<file path="src/rtl/dem_switch_tree.sv">
// dem_switch_tree: pipelined binary-tree DEM encoder turning a quantizer code into
// unit-element enables, with fixed, PN-randomised or first-order-shaped node splits.
module dem_switch_tree #(
    parameter int          LEVELS    = 3,
    parameter logic [15:0] LFSR_SEED = 16'hACE1
) (
    input  logic                     clk_i,
    input  logic                     reset_i,
    input  logic                     valid_i,
    input  logic [LEVELS:0]          code_i,
    input  logic [1:0]               mode_i,
    output logic                     valid_o,
    output logic [(1<<LEVELS)-1:0]   elem_o,
    output logic                     code_err_o
);
    localparam int          N    = 1 << LEVELS;
    localparam int          W    = LEVELS + 1;
    localparam logic [15:0] SEED = (LFSR_SEED == 16'h0000) ? 16'h0001 : LFSR_SEED;

    // Stage l holds the 2^l counts entering tree level l; stage LEVELS holds the leaves.
    logic [15:0]   lfsr_q, lfsr_d;
    logic [W-1:0]  cnt_q  [LEVELS+1][N];
    logic [W-1:0]  cnt_d  [LEVELS+1][N];
    logic [1:0]    mode_q [LEVELS+1];
    logic [1:0]    mode_d [LEVELS+1];
    logic [15:0]   snap_q [LEVELS+1];
    logic [15:0]   snap_d [LEVELS+1];
    logic [LEVELS:0] valid_q, valid_d, err_q, err_d;
    // Per-node shaping memory: 1 means the last odd split used s = +1.
    logic [N-2:0]  shp_q, shp_d;
    logic [W-1:0]  x, lo;
    logic          sp;
    int            k;

    always_comb begin
        lfsr_d  = valid_i ? {lfsr_q[14:0], lfsr_q[15] ^ lfsr_q[13] ^ lfsr_q[12] ^ lfsr_q[10]} : lfsr_q;
        valid_d = {valid_q[LEVELS-1:0], valid_i};
        cnt_d   = cnt_q;
        mode_d  = mode_q;
        snap_d  = snap_q;
        err_d   = err_q;
        shp_d   = shp_q;
        x       = '0;
        lo      = '0;
        sp      = 1'b0;
        k       = 0;
        if (valid_i) begin
            cnt_d[0][0] = (code_i > W'(N)) ? W'(N) : code_i;
            mode_d[0]   = mode_i;
            snap_d[0]   = lfsr_q;
            err_d[0]    = code_i > W'(N);
        end
        for (int l = 0; l < LEVELS; l++) begin
            if (valid_q[l]) begin
                mode_d[l+1] = mode_q[l];
                snap_d[l+1] = snap_q[l];
                err_d[l+1]  = err_q[l];
                for (int j = 0; j < N / 2; j++) begin
                    if (j < (1 << l)) begin
                        x  = cnt_q[l][j];
                        k  = (1 << l) - 1 + j;
                        sp = (mode_q[l] == 2'd1) ? snap_q[l][k] :
                             (mode_q[l] == 2'd2) ? ~shp_q[k] : 1'b1;
                        lo = (x >> 1) + W'(x[0] & sp);
                        cnt_d[l+1][2*j]   = lo;
                        cnt_d[l+1][2*j+1] = x - lo;
                        if (mode_q[l] == 2'd2 && x[0])
                            shp_d[k] = sp;
                    end
                end
            end
        end
    end

    always_ff @(posedge clk_i or posedge reset_i) begin
        if (reset_i) begin
            lfsr_q  <= SEED;
            valid_q <= '0;
            err_q   <= '0;
            shp_q   <= '0;
            for (int l = 0; l <= LEVELS; l++) begin
                mode_q[l] <= '0;
                snap_q[l] <= '0;
                for (int j = 0; j < N; j++)
                    cnt_q[l][j] <= '0;
            end
        end else begin
            lfsr_q  <= lfsr_d;
            valid_q <= valid_d;
            err_q   <= err_d;
            shp_q   <= shp_d;
            mode_q  <= mode_d;
            snap_q  <= snap_d;
            cnt_q   <= cnt_d;
        end
    end

    always_comb begin
        valid_o    = valid_q[LEVELS];
        code_err_o = valid_q[LEVELS] & err_q[LEVELS];
        for (int i = 0; i < N; i++)
            elem_o[i] = cnt_q[LEVELS][i][0];
    end
endmodule

</file>
<file path="config.mk">
export PLATFORM = sky130hd
export DESIGN_NAME = dem_switch_tree
export DESIGN_NICKNAME = d
export VERILOG_FILES = /design/src/rtl/dem_switch_tree.sv
export SDC_FILE = /design/constraint.sdc
export NUM_CORES = 1
export LEC_CHECK = 0
export ABC_AREA = 1
export CAP_MARGIN = 30
export CORE_MARGIN = 4
export CORE_UTILIZATION = 40
export DETAILED_ROUTE_END_ITERATION = 10
export PLACE_DENSITY = 0.58
export SKIP_CTS_REPAIR_TIMING = 1
export SLEW_MARGIN = 25
export SYNTH_ARGS = -nofsm -noshare
export SYNTH_HDL_FRONTEND = slang
export SYNTH_SLANG_ARGS = --single-unit
</file>
<file path="constraint.sdc">
create_clock -name clk_i -period 2.85 [get_ports clk_i]
set_input_delay 0.4275 -clock clk_i [delete_from_list [all_inputs] [get_ports clk_i]]
set_output_delay 0.4275 -clock clk_i [all_outputs]
set_load 0.01 [all_outputs]
</file>
# --- Word-level counts from Yosys, hierarchy flattened ---
# Index checks and enable logic that the tools add are counted.
word_totals:
  elab_cells: 102
  in_bits: 9
  out_inout_bits: 10
  n_memories: 0
  mem_bits_ro: 0
  regBits: 84
  mem_bits_rw: 0
  latchBits: 0
op_classes:
  multipliers: 0
  reduce_logical: 14
  shifts: 0
  n_lt_le_gt_ge: 1
  eq_ne: 6
  n_mux: 15
  bitwise_logic: 18
  add_sub_neg: 14
  div: 0
ops:
  columns: ["operator", "n"]
  rows:
  - ["$mux W1", 14]
  - ["$reduce_and A2 Y1", 7]
  - ["$and A1 B1 Y1", 8]
  - ["$logic_and A1 B1 Y1", 7]
  - ["$not A1 Y1", 7]
  - ["$eq A2 B1 Y1 const B", 3]
  - ["$eq A2 B2 Y1 const B", 3]
  - ["$add A1 B1 Y1", 4]
  - ["$add A2 B1 Y2", 2]
  - ["$gt A4 B4 Y1 const B", 1]
  - ["$mux W4", 1]
  - ["$sub A1 B1 Y1", 4]
  - ["$sub A2 B2 Y2", 2]
  - ["$add A3 B1 Y3", 1]
  - ["$sub A3 B3 Y3", 1]
  - ["$xor A1 B1 Y1", 3]

# --- Longest topological paths before layout ---
# Gate-level depths: netlist of the first run.
logic_depth:
  ltp_word: 6
  depth_mapped: 13
  mapped_depth_nobuf: 13

# --- Worst setup path after synthesis of the first run ---
# Ideal clock, no wire load.
synth_path:
  kind: "register to register"
  from: "register mode_q[7] (netlist name)"
  to: "register cnt_q[90] (netlist name)"
  path_buffers: 0
  path_stages_with_launch: 9
  path_slack_ns: 0.793
  arrival_ns: 1.929
  setup_time_ns: 0.129
  period_less_slack_ns: 2.057
  path_cell_list: "dfrtp_1 o31ai_1 nor2_1 ha_1 ha_1 fa_1 xnor2_1 xnor2_1 o21ai_0"
synth_between:
  elab_chain_cells: 6
  elab_cells_between_ends: 7
  cone_classes: "add/sub: 2; eq/ne: 2; mux: 2; bitwise: 1"
synth_rtl:
  columns: ["item", "line_no", "text"]
  rows:
  - ["start, declared", "24", "logic [1:0] mode_q [LEVELS+1];"]
  - ["start signal, assigned", "92", "mode_q <= mode_d;"]
  - ["$eq A2 B2 Y1", "63", "(mode_q[l] == 2'd2) ? ~shp_q[k] : 1'b1;"]
  - ["$mux W1", "63", null]
  - ["$mux W1 *", "62", "sp = (mode_q[l] == 2'd1) ? snap_q[l][k] :"]
  - ["$and A1 B1 Y1 *", "64", "lo = (x >> 1) + W'(x[0] & sp);"]
  - ["$add A3 B1 Y3 *", "64", null]
  - ["$sub A3 B3 Y3 *", "66", "cnt_d[l+1][2*j+1] = x - lo;"]
  - ["end signal, assigned", "94", "cnt_q <= cnt_d;"]
  - ["end, declared", "22", "logic [W-1:0] cnt_q [LEVELS+1][N];"]
# Mark *: on every way between the ends. The rest lies on a longest branch, timed or not.
# A chain may end at the register's enable or synchronous reset.

# --- Final worst setup path of the first run ---
# Ends and elaborated chain as after synthesis.

==> results of run 1 <==
per-layer routing:
metal	vias up	track usage [%]	routed length (µm)
met5	-	0	0
met4	0	5.36	86
met3	7	2.62	193
met2	33	18.9	2520
met1	1063	16.5	2830
li1	1214	-	-
power breakdown:
group / internal (W) / switching [W] / total [W]
registers: 0.00138 / 0.000179 / 0.00155
logic: 0.000293 / 0.000347 / 0.000640
clock network: 0.000365 / 0.000375 / 0.000739
total: 0.00203 / 0.000900 / 0.00293
path summary, 6_finish.rpt:
check	from	to	slack [ns]	cells past startpoint
worst max-delay path	mode_q[7]	cnt_q[90]	0.62	11
worst min-delay path	reset_i	elem_o[1]	0.43	2
worst max register to register	mode_q[7]	cnt_q[90]	0.62	11
worst min register to register	lfsr_q[5]	lfsr_q[5]	0.47	2
max in group asynchronous	reset_i	lfsr_q[5]	1.73	3
min in group clk_i	lfsr_q[5]	lfsr_q[5]	0.47	2
area by class of cell:
class / count / area (µm²)
repair buffers: 21 / 215
clock buffers: 13 / 159
flip-flops and latches: 76 / 1910
multi-input cells: 243 / 1140
clock inverters: 3 / 22.5
well taps: 102 / 128
fillers: 769 / 4160
inverters: 40 / 150
through the flow:
| stage | area, µm² | std cells | utilization (%) | power [W] |
|---|---|---|---|---|
| after floorplan | 3310 | 376 | - | 0.00205 |
| after global placement | 3540 | 482 | 44.9 | 0.00220 |
| after detailed placement | 3540 | 482 | 44.9 | 0.00223 |
| after CTS | 3730 | 498 | 47.2 | 0.00298 |
| after global routing | 3730 | 498 | 47.2 | 0.00315 |
| final | 3730 | 498 | 47.2 | 0.00293 |
placed cells by master, fill, tap and decap left out, drive strengths merged:
cell,synthesis,layout
dfstp,8,8
o31ai,1,1
clkdlybuf4s50,0,18
clkinvlp,0,3
ha,4,4
nor3,2,2
a31oi,1,1
xnor2,7,7
dfrtp,68,68
inv,39,39
nand4,4,4
clkinv,1,1
o211ai,1,1
fa,1,1
nand2,125,125
nand3,24,24
o21ai,54,54
or2,1,1
buf,13,3
clkbuf,4,13
a21oi,4,4
nor4,1,1
nor2,13,13
registers in the layout, summed over array words and instances, names as in the netlist:
| register | cells |
|---|---|
| elem_o | 8 |
| lfsr_q | 16 |
| mode_q | 6 |
| err_q | 4 |
| shp_q | 7 |
| cnt_q | 18 |
| valid_q | 4 |
| snap_q | 13 |
critical path, delay by kind of cell (launching register included):
family	cells	cell delay (ns)
xor+xnor	2	0.32
fa+ha+maj	3	0.91
flops	1	0.38
buf+inv	1	0.07
compound gates	2	0.16
simple gates	3	0.26
cells by family (layout without fill, tap and decap cells):
group,count (synthesis),in the layout,share of synthesized area (%)
AO/OA/AOI/OAI,61,61,9.42
XOR/XNOR,7,7,1.85
adder cells (fa/ha/maj),5,5,2.12
buffers and inverters,57,77,7.75
flip-flops,76,76,57.8
AND/OR/NAND/NOR,170,170,21.1
==> impl_metrics.tcl, run 1 <==
set metrics [dict create \
    io_pins 19 \
    first_pass_iters 5 \
    p_leak_nw 1.76 \
    syn_area_um2 3310 \
    synth_area_leaders "dfrtp_1 (51%), nand2_1 (14%), o21ai_0 (8.2%)" \
    max_stage_delay_ns 0.41 \
    cts_tree "done" \
    cts.path.max_buffers 2 \
    yosysSeqAreaShare_pct 57.8 \
    antenna_cells 0 \
    grt.total_usage_pct 12.2 \
    place.gp.congestion 0.830 \
    cp_cell_sequence "inv_1 -> nor2_1 -> nand2_1 -> o31ai_1 -> nor2_1 -> ha_1 -> ha_1 -> fa_1 -> xnor2_1 -> xnor2_1 -> o21ai_0" \
    clock_latency_ns 0.34 \
    worst_pin_slew_ns 0.467 \
    wl_mm 5.63 \
    coreArea_um2 7890 \
    synth.top_cell.area_share_pct 51.4 \
    path_clk_slew_ns 0.08 \
    ant_nets 0 \
    netlist_top_cells_count "nand2_1 (125), dfrtp_1 (68), o21ai_0 (54)" \
    cp.required_ns 3.05 \
    yosysWarningCount 0 \
    critPathLaunchType "register" \
    drtIter0Drc 131 \
    slew_headroom_pct 68.7 \
    grt_overflow_total 0 \
    hold_violations 0 \
    pre_cts_ws_ns 0.610 \
    vias 2317 \
    syn2layout_area_growth_pct 12.6 \
    synthesis.nets 390 \
    slew_viol_final 0 \
    synth-seq-cells 76 \
    arrival_ns 2.43 \
    synthCells 376 \
    rsz0062_at_grt "false" \
    cts_root_buf "clkbuf_8" \
    hpwl_mm 3.95 \
    fin_ws_ns 0.624 \
    setup_viol_count_final 0 \
    status "completed" \
    vdd_drop_max_mv 0.410 \
    synth_top_cell_by_area "dfrtp_1" \
    p_per_area_nw_per_um2 787 \
    synth_most_common_cell "nand2_1" \
    drc 0 \
    max_freq_mhz 449 \
    grt_antenna_before_repair 0 \
    fin_tns_setup_ns 0 \
    cap_violations 0 \
    crit_slowest_cell "fa_1" \
    fin_skew_ns 0.0107 \
    wire_per_inst_um 11.3 \
    grt_max_degree 57 \
    critPathCaptureType "register" \
    hp-class "in2async" \
    viasPerCell 4.65 \
    finalCritPeriodShare_pct 78.1 \
    numCtsBuffers 9 \
    async_reset_ff_share_pct 100 \
    period_needed_ns 2.23 \
    die_w_um 98.9 \
    yosys_most_used_dff "dfrtp_1" \
    dieArea_um2 9790 \
    drive_gt1_share_pct 7.58 \
    die_h_um 98.9 \
    grt_pass1_vias 2146 \
    initial_core_util_pct 41.9 \
    grt_pass1_wl_mm 9.77 \
    path_max_fanout 3 \
    path_class "reg2reg" \
    port_buffers 18 \
    fin_nets 405 \
    htreeDepth 3 \
    clkSinkCount 76 \
    syn_avg_cell_area_um2 8.80 \
    rows 32 \
    synth.distinct_cells 25 \
    synth_edf_count 0 \
    holdWs_ns 0.427 \
]
Power figures use the tool's default switching activity.
==> run 2, diff against run 1 <==
- PLACE_DENSITY: 0.58 -> 0.6
- clock period: 2.85 -> 1.8 ns (I/O delays scaled with it)
==> impl_metrics.tcl, run 2 (synthesized netlist as in run 1, its figures left out) <==
set metrics [dict create \
    fin_nets 415 \
    setup_viol_count_final 2 \
    clock_latency_ns 0.34 \
    finalCritPeriodShare_pct 115 \
    grt_max_degree 77 \
    fin_skew_ns 0.0128 \
    drive_gt1_share_pct 12.6 \
    ant_nets 0 \
    crit_buf_inv 1 \
    cap_violations 0 \
    critPathTopFamily "adder cells" \
    largestRegisters "cnt_q: 18 flops, lfsr_q: 16 flops, snap_q: 13 flops" \
    syn2layout_area_growth_pct 17.0 \
    grt_pass1_vias 2279 \
    vias 2346 \
    mostFrequentLayoutCells "nand2_1 (124), dfrtp_1 (68), o21ai_0 (51)" \
    cts.path.max_buffers 2 \
    die_h_um 98.9 \
    met2_length_mm 2.68 \
    worst_pin_slew_ns 0.468 \
    wire_per_inst_um 11.3 \
    met1Wirelength_mm 2.79 \
    fin_ws_ns -0.265 \
    p_leak_nw 1.82 \
    grt_overflow_total 0 \
    wl_mm 5.74 \
    dieArea_um2 9790 \
    path_clk_slew_ns 0.08 \
    arrival_ns 2.27 \
    htreeDepth 3 \
    vdd_drop_max_mv 0.714 \
    antenna_cells 0 \
    status "finished with violations" \
    cp_cell_sequence "buf_6 -> o31ai_4 -> nor2_2 -> ha_2 -> ha_4 -> fa_2 -> xnor2_2 -> xnor2_1 -> o21ai_1" \
    crit_slowest_cell "dfrtp_1" \
    path_max_fanout 3 \
    max_freq_mhz 484 \
    io_pins 19 \
    design_power_total_w 0.00482 \
    drtIter0Drc 116 \
    timing.rr.start "mode_q[7]" \
    regToRegSetupSlack_ns -0.26 \
    period_needed_ns 2.06 \
    critPathLaunchType "register" \
    numCtsBuffers 9 \
    path_class "reg2reg" \
    hp-class "in2async" \
    wl_met3_um 216 \
    die_w_um 98.9 \
    initial_core_util_pct 41.9 \
    clkSinkCount 76 \
    hold_violations 0 \
    largest_reg_flops 18 \
    grt_pass1_wl_mm 10.3 \
    rows 32 \
    holdWs_ns 0.367 \
    highest_layer "met4" \
    fillers 759 \
    slew_viol_final 0 \
    final_common_cell "nand2_1" \
    port_buffers 18 \
    max_stage_delay_ns 0.42 \
    cts_root_buf "clkbuf_8" \
    p_per_area_nw_per_um2 1250 \
    grt.total_usage_pct 13.1 \
    viasPerCell 4.62 \
    critPathCaptureType "register" \
    cp.required_ns 2.00 \
    rsz0062_at_grt "true" \
    slew_headroom_pct 68.8 \
    hpwl_mm 3.87 \
    r2r_end "cnt_q[90]" \
    cts_tree "done" \
    top_register "cnt_q" \
    violations "setup timing" \
    place.gp.congestion 0.756 \
    grt_antenna_before_repair 0 \
    drc 0 \
    coreArea_um2 7890 \
    r2r_cells 9 \
    final_util_pct 49.1 \
    first_pass_iters 4 \
]
-- run 2: cell types whose count changed in the layout (fill, tap and decap cells not counted), moves of 2 or more --
cell | previous run | this run
nor2_2 | 0 | 3
o21ai_0 | 54 | 51
inv_1 | 36 | 34
o21ai_1 | 0 | 3
ha_1 | 4 | 2
nor2_1 | 13 | 10
buf_4 | 2 | 11
-- run 2: power breakdown --
part,internal [W],switching [W]
Clock,0.000678,0.000599
Combinational,0.000505,0.000577
Sequential,0.00218,0.000284
Total,0.00336,0.00146
-- run 2: cell type report --
cell class                 instances  area [µm²]  area share (%)
clock inverter                     4        50.0            1.29
sequential                        76        1910            49.4
clock buffer                      12         145            3.75
tap                              102         128            3.30
timing repair buffer              31         294            7.60
multi-input combinational        243        1190            30.7
inverter                          40         154            3.98
-- run 2: how the worst max path moves through the flow --
stage / to / start / cells past startpoint
after floorplan: cnt_q[90] / mode_q[7] / 11
after global placement: cnt_q[90] / mode_q[7] / 11
after detailed placement: cnt_q[90] / mode_q[7] / 11
after CTS: cnt_q[90] / mode_q[7] / 11
after global routing: cnt_q[90] / mode_q[7] / 9
final: cnt_q[90] / mode_q[7] / 9
-- run 2: worst reg2reg max path, delay by kind of cell (launching register included) --
kind                     cells  cell delay, ns
AND/OR/NAND/NOR              1            0.07
adder cells (fa/ha/maj)      3            0.77
flip-flops                   1            0.42
AO/OA/AOI/OAI                2            0.27
buffers and inverters        1            0.14
XOR/XNOR                     2            0.28
-- run 2: metrics by stage --
step                      setup TNS, ns  setup slack, ns  instance area (µm²)  cells
final                            -0.400           -0.265                 3870    508
after global routing             -0.571           -0.372                 3870    508
after CTS                        -0.487           -0.324                 3830    506
after detailed placement         -0.368           -0.266                 3640    490
after global placement           -0.268           -0.210                 3640    490
after floorplan                  -0.134           -0.134                 3340    376
-- run 2: per-layer routing --
metal	global-route usage [%]	up-vias
met5	0	-
met4	4.41	0
met2	20.9	27
met3	4.32	4
li1	-	1241
met1	16.7	1074
